[src/rtl/tc_pkg.sv]
// tc_pkg: phase codes, default durations and lamp decode for the timed traffic controller
package tc_pkg;
  typedef enum logic [2:0] {
    NS_GRN = 3'd0,
    NS_YEL = 3'd1,
    AR_A   = 3'd2,
    EW_GRN = 3'd3,
    EW_YEL = 3'd4,
    AR_B   = 3'd5
  } state_t;
  localparam int CNT_W_D   = 4;
  localparam int NS_MIN_D  = 8;
  localparam int Y_TIME_D  = 3;
  localparam int AR_TIME_D = 1;
  localparam int EW_MIN_D  = 4;
  localparam int EW_MAX_D  = 10;
  // {NS_G,NS_Y,NS_R,EW_G,EW_Y,EW_R}; unreachable codes decode to all-red
  function automatic logic [5:0] lamps(state_t s);
    return s == NS_GRN ? 6'b100_001 :
           s == NS_YEL ? 6'b010_001 :
           s == EW_GRN ? 6'b001_100 :
           s == EW_YEL ? 6'b001_010 : 6'b001_001;
  endfunction
endpackage

[src/rtl/tc_phase_timer.sv]
// tc_phase_timer: saturating phase timer, cleared on every state transition
module tc_phase_timer #(
  parameter int CNT_W = 4
) (
  input  logic             clock,
  input  logic             resetn,
  input  logic             clr,
  output logic [CNT_W-1:0] q
);
  always_ff @(posedge clock or negedge resetn)
    if (!resetn) q <= '0;
    else q <= clr ? '0 : (&q ? q : q + 1'b1);
endmodule

[src/rtl/tc_timed_ctrl.sv]
// tc_timed_ctrl: two-road Moore traffic controller with programmable phase durations
module tc_timed_ctrl
  import tc_pkg::*;
#(
  parameter int CNT_W   = CNT_W_D,
  parameter int NS_MIN  = NS_MIN_D,
  parameter int Y_TIME  = Y_TIME_D,
  parameter int AR_TIME = AR_TIME_D,
  parameter int EW_MIN  = EW_MIN_D,
  parameter int EW_MAX  = EW_MAX_D
) (
  input  logic             clock,
  input  logic             resetn,
  input  logic             sensor,
  output logic [CNT_W-1:0] Q,
  output logic [2:0]       phase,
  output logic             NS_G,
  output logic             NS_Y,
  output logic             NS_R,
  output logic             EW_G,
  output logic             EW_Y,
  output logic             EW_R
);
  localparam int LIM = 2 ** CNT_W;
  if (AR_TIME < 1 || EW_MAX < EW_MIN || NS_MIN > LIM || Y_TIME > LIM ||
      AR_TIME > LIM || EW_MIN > LIM || EW_MAX > LIM) begin : g_bad_params
    $error("tc_timed_ctrl: illegal duration parameters");
  end
  localparam logic [CNT_W-1:0] NS_L = CNT_W'(NS_MIN - 1);
  localparam logic [CNT_W-1:0] Y_L  = CNT_W'(Y_TIME - 1);
  localparam logic [CNT_W-1:0] A_L  = CNT_W'(AR_TIME - 1);
  localparam logic [CNT_W-1:0] EN_L = CNT_W'(EW_MIN - 1);
  localparam logic [CNT_W-1:0] EX_L = CNT_W'(EW_MAX - 1);
  state_t           state, nxt;
  logic             req;
  logic [CNT_W-1:0] q;
  tc_phase_timer #(.CNT_W(CNT_W)) u_timer (
    .clock (clock),
    .resetn(resetn),
    .clr   (nxt != state),
    .q     (q)
  );
  always_ff @(posedge clock or negedge resetn)
    if (!resetn) state <= NS_GRN;
    else state <= nxt;
  always_comb begin
    nxt = state;
    case (state)
      NS_GRN:  nxt = (q >= NS_L && (req || sensor)) ? NS_YEL : NS_GRN;
      NS_YEL:  nxt = q == Y_L ? AR_A : NS_YEL;
      AR_A:    nxt = q == A_L ? EW_GRN : AR_A;
      EW_GRN:  nxt = ((q >= EN_L && !sensor) || q == EX_L) ? EW_YEL : EW_GRN;
      EW_YEL:  nxt = q == Y_L ? AR_B : EW_YEL;
      AR_B:    nxt = q == A_L ? NS_GRN : AR_B;
      default: nxt = NS_GRN;
    endcase
  end
  // entering EW green consumes the request, even if sensor is high that cycle
  always_ff @(posedge clock or negedge resetn)
    if (!resetn) req <= 1'b0;
    else if (nxt == EW_GRN && state != EW_GRN) req <= 1'b0;
    else if (sensor && (state == NS_GRN || state == NS_YEL || state == AR_A)) req <= 1'b1;
  assign Q = q;
  assign phase = state;
  assign {NS_G, NS_Y, NS_R, EW_G, EW_Y, EW_R} = lamps(state);
endmodule

[config.mk]
export PLATFORM = sky130hd
export DESIGN_NAME = tc_timed_ctrl
export DESIGN_NICKNAME = d
export VERILOG_FILES = /design/src/rtl/tc_pkg.sv /design/src/rtl/tc_phase_timer.sv /design/src/rtl/tc_timed_ctrl.sv
export SDC_FILE = /design/constraint.sdc
export NUM_CORES = 1
export LEC_CHECK = 0
export ABC_AREA = 1
export CAP_MARGIN = 25
export CORE_AREA = 3 3 40 42
export CTS_CLUSTER_SIZE = 16
export DETAILED_ROUTE_END_ITERATION = 10
export DIE_AREA = 0 0 43 45
export PLACE_DENSITY_LB_ADDON = 0.2
export SLEW_MARGIN = 15
export SYNTH_ARGS = -nofsm -noshare
export SYNTH_HDL_FRONTEND = slang
export SYNTH_SLANG_ARGS = --single-unit
[constraint.sdc]
create_clock -name clock -period 2.63 [get_ports clock]
set_clock_uncertainty 0.1 [all_clocks]
set_input_delay 0.526 -clock clock [delete_from_list [all_inputs] [get_ports clock]]
set_output_delay 0.526 -clock clock [all_outputs]
set_load 0.01 [all_outputs]
==> After elaboration in Yosys (flattened, before gate mapping) <==
Index checks and enable logic that the tools add are counted.
{ "classes": {"mux": 15, "n_eq_ne": 11, "n_addsub": 1, "n_reduce_logical": 13, "order_cmp": 2} }
{ "ops": {"columns": ["operator", "n"], "rows": [
  ["$pmux W3 S6", 1],
  ["$eq A3 B2 Y1 const B", 3],
  ["$mux W3", 3],
  ["$mux W4", 2],
  ["$eq A3 B3 Y1 const B", 2],
  ["$mux W6", 1],
  ["$mux W1", 5],
  ["$mux W5", 1],
  ["$add A4 B1 Y4 const B", 1],
  ["$eq A4 B2 Y1 const B", 1],
  ["$eq A4 B4 Y1 const B", 1],
  ["$ge A4 B2 Y1 const B", 1],
  ["$ge A4 B3 Y1 const B", 1],
  ["$logic_and A1 B1 Y1", 4],
  ["$logic_not A4 Y1", 1],
  ["$logic_or A1 B1 Y1", 4],
  ["$mux W2", 2],
  ["$reduce_and A4 Y1", 1],
  ["$eq A3 B1 Y1 const B", 1],
  ["$logic_not A3 Y1", 1],
  ["$ne A3 B2 Y1 const B", 1],
  ["$ne A3 B3 Y1", 1],
  ["$ne A2 B2 Y1 const B", 1],
  ["$reduce_bool A2 Y1", 1],
  ["$logic_not A1 Y1", 1]
]} }
{ "word_totals": {"inputBits": 3, "regBits": 8} }

==> Longest topological paths before layout <==
Gate-level depths: netlist (run 1).
{ "depth": {"depth_word": 8, "depth_mapped": 11, "depth_no_buf": 11} }

==> By module <==
Synthesis (run 1) repeated with hierarchy kept, for this count alone.
{ "hier_totals": {"cells_unflattened": 94, "hier_area_um2": 611.8} }
{ "modules_own_cells": {"columns": ["mod", "area_per_inst_um2", "n_inst", "cells_each", "seq_area_each_um2"], "rows": [
  ["tc_timed_ctrl", 410.4, 1, 68, 100.1],
  ["tc_phase_timer", 201.4, 1, 26, 100.1]
]} }

==> Worst setup path after synthesis (run 1) <==
No wires, ideal clock.
{ "synth_path": {"path_type": "reg2out", "startpoint": "reg state[1] (netlist: phase[1])", "endpoint": "out EW_R", "t_arrival_ns": 0.932, "path_slack_ns": 1.072, "t_required_ns": 2.004, "stages_incl_launch_ff": 5, "n_path_buf": 0, "path_cell_list": "dfrtp_1 -> inv_1 -> nand2_1 -> nor2_1 -> nor2_1"} }
{ "synth_between": {"elab_chain_cells": 5, "elab_cells_between_ends": 8, "classes_between": "eq/ne (3); mux (4); reduce/logical (1)"} }
{ "synth_lines": {"columns": ["item", "line_no", "rtl"], "rows": [
  ["start, declared", "tc_timed_ctrl.sv:34", "state_t state, nxt;"],
  ["start signal, assigned", "tc_timed_ctrl.sv:45", "else state <= nxt;"],
  ["$eq A3 B3 Y1", "tc_pkg.sv:22", "s == EW_YEL ? 6'b001_010 : 6'b001_001;"],
  ["$mux W2", "tc_pkg.sv:22", null],
  ["$mux W3", "tc_pkg.sv:21", "s == EW_GRN ? 6'b001_100 :"],
  ["$mux W5", "tc_pkg.sv:20", "s == NS_YEL ? 6'b010_001 :"],
  ["$mux W6 (*)", "tc_pkg.sv:19", "return s == NS_GRN ? 6'b100_001 :"],
  ["end, declared", "tc_timed_ctrl.sv:22", "output logic EW_R"]
]} }
Every way passes the cells marked *; elsewhere a longest branch is shown, timed or not.

==> Worst setup path after layout (run 1) <==
{ "layout_path": {"startpoint": "reg state[0] (netlist: phase[0])", "endpoint": "out EW_R"} }
The elaborated chain is that of the path after synthesis.

==> results of run 1 <==
==> Yosys cell counts (all sizes together) <==
| cell | n | area (sq um) |
|---|---|---|
| or2 | 1 | 6.26 |
| nor2 | 17 | 81.3 |
| xor2 | 1 | 8.76 |
| nand3 | 6 | 40.0 |
| o21a | 1 | 7.51 |
| o211ai | 1 | 7.51 |
| inv | 14 | 52.6 |
| nor3 | 2 | 10.0 |
| a21oi | 1 | 5.00 |
| nand2 | 24 | 105 |
| o21ai | 4 | 20.0 |
| ha | 4 | 50.1 |
| dfrtp | 8 | 200 |
==> routing by layer <==
metal	vias up	track usage, %	wire length [um]
li1	300	-	-
met1	256	19.9	624
met2	18	21.3	556
met3	4	2.39	52
met4	0	12.7	35
met5	-	0	0
==> flip-flops by register name, indices dropped and copies added, names as in the netlist <==
name / count
u_timer.q: 4
req: 1
phase: 3
==> critical path, delay by kind of cell, from the launching register on <==
family                 cells  cell delay (ps)
and+or+nand+nor            2              180
DFF                        1              420
buffers and inverters      2              740
==> how the worst max path moves through the flow <==
| stage | from | end | slack [ps] | depth (start not counted) |
|---|---|---|---|---|
| global placement | phase[0] | EW_R | 670 | 4 |
| detailed placement | phase[0] | EW_R | 670 | 4 |
| global route | phase[0] | EW_R | 290 | 4 |
| finish | phase[0] | EW_R | 420 | 4 |
| floorplan | phase[1] | EW_R | 1070 | 4 |
| CTS | phase[0] | EW_R | 400 | 4 |
==> area by class of cell <==
class / instances / share of cell area, %
inverter: 14 / 6.69
multi-input combinational: 62 / 43.5
sequential: 8 / 25.5
tap: 15 / 2.39
timing repair buffer: 15 / 19.1
clock buffer: 3 / 2.87
==> stage by stage <==
stage / cells / total power (uW) / hold slack (ps) / cell area (sq um)
2_1_floorplan: 84 / 613 / 130 / 594
3_3_place_gp: 114 / 843 / 389 / 763
3_5_place_dp: 114 / 854 / 432 / 763
4_1_cts: 117 / 952 / 444 / 786
5_1_grt: 117 / 1030 / 458 / 786
6_report: 117 / 940 / 443 / 786
==> cells by family after synthesis <==
group / synth area share [%]
AND/OR/NAND/NOR: 40.8
adder cells (fa/ha/maj): 8.42
AO/OA/AOI/OAI: 6.74
XOR/XNOR: 1.47
flip-flops: 33.7
buffers and inverters: 8.84
==> power groups by stage <==
stage / Sequential [uW] / Combinational (uW) / Clock (uW)
global route: 246 / 683 / 100
CTS: 235 / 622 / 94.7
floorplan: 245 / 367 / 0
detailed placement: 238 / 617 / 0
global placement: 232 / 611 / 0
finish: 236 / 615 / 88.8
==> impl_metrics.ini, run 1 <==
[worst_setup_path]
crit_path_end_kind = output port
critical_path_class = reg -> out
cp_slowest_stage_delay_ps = 540
cp_slowest_cell = clkdlybuf4s50_1
arrival_ps = 1590
crit_chain = inv_1 > nor2_4 > nor2_1 > clkdlybuf4s50_1
r2r_cells = 10
r2r-start = u_timer.q[0]
required_ps = 2000
r2r-end = u_timer.q[3]
timing.reg2reg.setup_slack_ps = 1000
crit_path_start_kind = register
cp_max_fo = 5

[sta]
slew_viol_final = 0
rsz0062_at_grt = no
setup_tns_ps = 0
clock.fmax_ghz = 0.452
finalWorstSetupSlack_ps = 416
worstMarginPinSlew_ps = 342
fin_crit_ps = 2210
setup_viol = 0
maxSlewHeadroom_pct = 77.1
timing.final.crit_share_pct = 84.2
hold_violations = 0

[layout]
final_cell_mix = nand2_1, clkdlybuf4s50_1, nor2_1, inv_1, dfrtp_1
drive_gt1_share_pct = 16.7
syn_to_final_growth_pct = 32.2
num_antenna_cells = 0
multi_input_area_sq_um = 342
fin_nets = 111
mostFrequentLayoutCell = nand2_1
fillers = 130
seq_area_sq_um = 200
utilization_pct = 61.1

[placed_design]
preCtsSetupSlack_ps = 673
io_buffers = 15
gp_congestion = 0.771
dp_hpwl_um = 1060

[floorplanning]
rows = 13
die_h_um = 45
start_util_pct = 46.3
die-area_sq_um = 1940
die_width_um = 43
ios = 16
core_sq_um = 1280

[grt]
first_global_vias = 486
track_usage_pct = 15.0
grt_max_degree = 9
antenna_found_initial = 0
grt_pass1_wl_um = 2030
grt-ovfl-total = 0

[power_and_ir_drop]
ir_drop_mv = 0.547
clockPowerShare_pct = 9.4
p_int_uw = 504
power_density_nw_per_um2 = 1200
p_sw_uw = 435
p_comb_share_pct = 65.5
p_leak_uw = 0.000408
p_sw_share_pct = 46.3
p_seq_share_pct = 25.1

[clock_network]
cts_sinks = 8
clk_pin_slew_ps = 50
cts-resized-gates = 0
worstSkewPairLatency_ps = 250
cts_hold_buffers = 0
clock-root-buffer = clkbuf_4
cts_buffer_depth = 2
cts_buffers = 3
cts_tree = built
htreeDepth = 1
postCtsSetupBuffers = 0

[logic_synthesis]
avgSynthCellArea_sq_um = 7.08
ys_ff_latch = 8
synth-seq-area-share_pct = 33.7
synth_cell_types = 18
syn_area_sq_um = 594
synth_nets = 91
syn_inst = 84
synth_warnings = 0

[routing]
vias = 578
drc = 0
wl_um = 1270
firstDrtPassIters = 4
drt_iter0_markers = 19
vias_per_cell = 4.94
wl_per_cell_um = 10.8
antenna_left = 0

[worst_hold_path]
worstHoldEndpoint = req
hold_depth = 1
hp-class = reg -> reg
hp-start = req

[run]
cap_violations = 0

[status]
status = complete, no violations
Power figures use the tool's default switching activity.
==> run 2: changes to the inputs <==
--- a/config.mk
+++ b/config.mk
@@ -7,10 +7,10 @@
 export LEC_CHECK = 0
 export ABC_AREA = 1
 export CAP_MARGIN = 25
-export CORE_AREA = 3 3 40 42
+export CORE_MARGIN = 3
+export CORE_UTILIZATION = 45
 export CTS_CLUSTER_SIZE = 16
 export DETAILED_ROUTE_END_ITERATION = 10
-export DIE_AREA = 0 0 43 45
 export PLACE_DENSITY_LB_ADDON = 0.2
 export SLEW_MARGIN = 15
 export SYNTH_ARGS = -nofsm -noshare
==> constraint.sdc (replaced) <==
create_clock -name clock -period 2.2 [get_ports clock]
set_clock_uncertainty 0.1 [all_clocks]
set_input_delay 0.44 -clock clock [delete_from_list [all_inputs] [get_ports clock]]
set_output_delay 0.44 -clock clock [all_outputs]
set_load 0.01 [all_outputs]
==> run 2 against run 1 <==
  * Final cell count is 0.85% lower
  * Largest power group unchanged
  * Sequential power is 20% higher
  * Combinational power is 20% higher
  * Critical path depth stayed put
  * Via count is 7.1% lower
  * Wire length is 1.7% lower
  * Core utilization is 6.5 points higher
  * Register-to-register slack worse by 400 ps
==> impl_metrics.ini, run 2 (synthesis gave the netlist of run 1 again) <==
[layout]
drive_gt1_share_pct = 19.6
utilization_pct = 67.6
mostFrequentLayoutCell = nand2_1
largest_register_ffs = 4
num_antenna_cells = 0
syn_to_final_growth_pct = 33.3
fin_nets = 111
fillers = 93
final_cell_mix = nand2_1, clkdlybuf4s50_1, nor2_1, inv_1, dfrtp_1
regMostFlops = u_timer.q

[clock_network]
cts_buffers = 3
htreeDepth = 1
cts_sinks = 8
cts_tree = built
cts_hold_buffers = 0
postCtsSetupBuffers = 0
cts_buffer_depth = 2
worstSkewPairLatency_ps = 240
clock-root-buffer = clkbuf_4
clk_pin_slew_ps = 50

[worst_setup_path]
critical_path_class = reg -> out
arrival_ps = 1550
required_ps = 1660
crit_buf_inv = 2
cp_slowest_cell = clkdlybuf4s50_1
crit_path_end_kind = output port
crit_chain = inv_1 > nand2_1 > nor2_2 > clkdlybuf4s50_1
cp_slowest_stage_delay_ps = 540
critical_path.top_delay_family = buffers and inverters
cp_max_fo = 5
crit_path_start_kind = register

[grt]
grt_pass1_wl_um = 2210
track_usage_pct = 15.8
first_global_vias = 516
grt-ovfl-total = 0
antenna_found_initial = 0
grt_max_degree = 9

[routing]
drt_iter0_markers = 13
wl_um = 1250
antenna_left = 0
drc = 0
wl_per_cell_um = 10.8
firstDrtPassIters = 4
vias = 537
vias_per_cell = 4.63

[sta]
slew_viol_final = 0
whs_ps = 360
setup_tns_ps = 0
hold_violations = 0
maxSlewHeadroom_pct = 77.8
timing.final.crit_share_pct = 95.1
clock.fmax_ghz = 0.478
setup_viol = 0
worstMarginPinSlew_ps = 333
rsz0062_at_grt = no
fin_crit_ps = 2090

[run]
cap_violations = 0

[floorplanning]
die_width_um = 42.3
ios = 16
die_h_um = 42.3
core_sq_um = 1170
die-area_sq_um = 1790
rows = 12
start_util_pct = 50.7

[status]
status = complete, no violations

[power_and_ir_drop]
ir_drop_mv = 0.703
p_leak_uw = 0.000417
power_uw = 1130
power_density_nw_per_um2 = 1420

[placed_design]
gp_congestion = 0.797
dp_hpwl_um = 1080
io_buffers = 15

[worst_hold_path]
hp-class = in -> async
run 2: cell types whose count changed in the layout (fill, tap and decap cells not counted), sizes merged:
| cell | previous run | this run |
|---|---|---|
| dlymetal6s2s | 0 | 1 |
| clkdlybuf4s50 | 15 | 14 |
run 2: path summary, 6_finish.rpt:
check / slack, ps / endpoint / start / depth (start not counted)
max: 110 / NS_Y / phase[2] / 4
min reg2reg: 420 / req / req / 1
min: 360 / phase[1] / resetn / 1
max reg2reg: 600 / u_timer.q[3] / u_timer.q[0] / 9
min in group clock: 420 / req / req / 1
max in group asynchronous: 1390 / u_timer.q[0] / resetn / 1
run 2: through the flow:
step / instance area [sq um] / worst slack [ps] / cells
5_1_grt: 792 / 7.79 / 116
2_1_floorplan: 594 / 717 / 84
3_5_place_dp: 762 / 321 / 113
6_report: 792 / 107 / 116
3_3_place_gp: 762 / 326 / 113
4_1_cts: 785 / 47.7 / 116
run 2: where the power goes:
group          internal, uW  switching (uW)
Combinational           331             408
Sequential              209            74.2
Clock                  61.9            42.5
Total                   602             524
run 2: what timing repair did:
item,4_1_cts,5_1_grt
resized for setup,0,4
endpoints found under the setup margin,0,4
hold endpoints to repair,0,0
run 2: cell type report:
class                   instances  area (sq um)  area share [%]
clock buffers                   3          22.5            2.84
well taps                      14          17.5            2.21
inverters                      14          52.6            6.64
flip-flops and latches          8           200            25.3
repair buffers                 15           153            19.3
multi-input cells              62           347            43.8
run 2: metal layers:
layer  GRT usage, %  share of wire [%]
met5              0                  0
met4           5.59                1.4
met3           2.58                1.8
met2           24.0                 47
met1           22.4                 50
==> run 3: changes to the inputs <==
--- a/config.mk
+++ b/config.mk
@@ -12,7 +12,7 @@
 export CTS_CLUSTER_SIZE = 16
 export DETAILED_ROUTE_END_ITERATION = 10
 export PLACE_DENSITY_LB_ADDON = 0.2
-export SLEW_MARGIN = 15
+export SLEW_MARGIN = 20
 export SYNTH_ARGS = -nofsm -noshare
 export SYNTH_HDL_FRONTEND = slang
 export SYNTH_SLANG_ARGS = --single-unit
==> results of run 3 <==
Same layout as run 2: the final DEF is identical, and so are final timing and power.
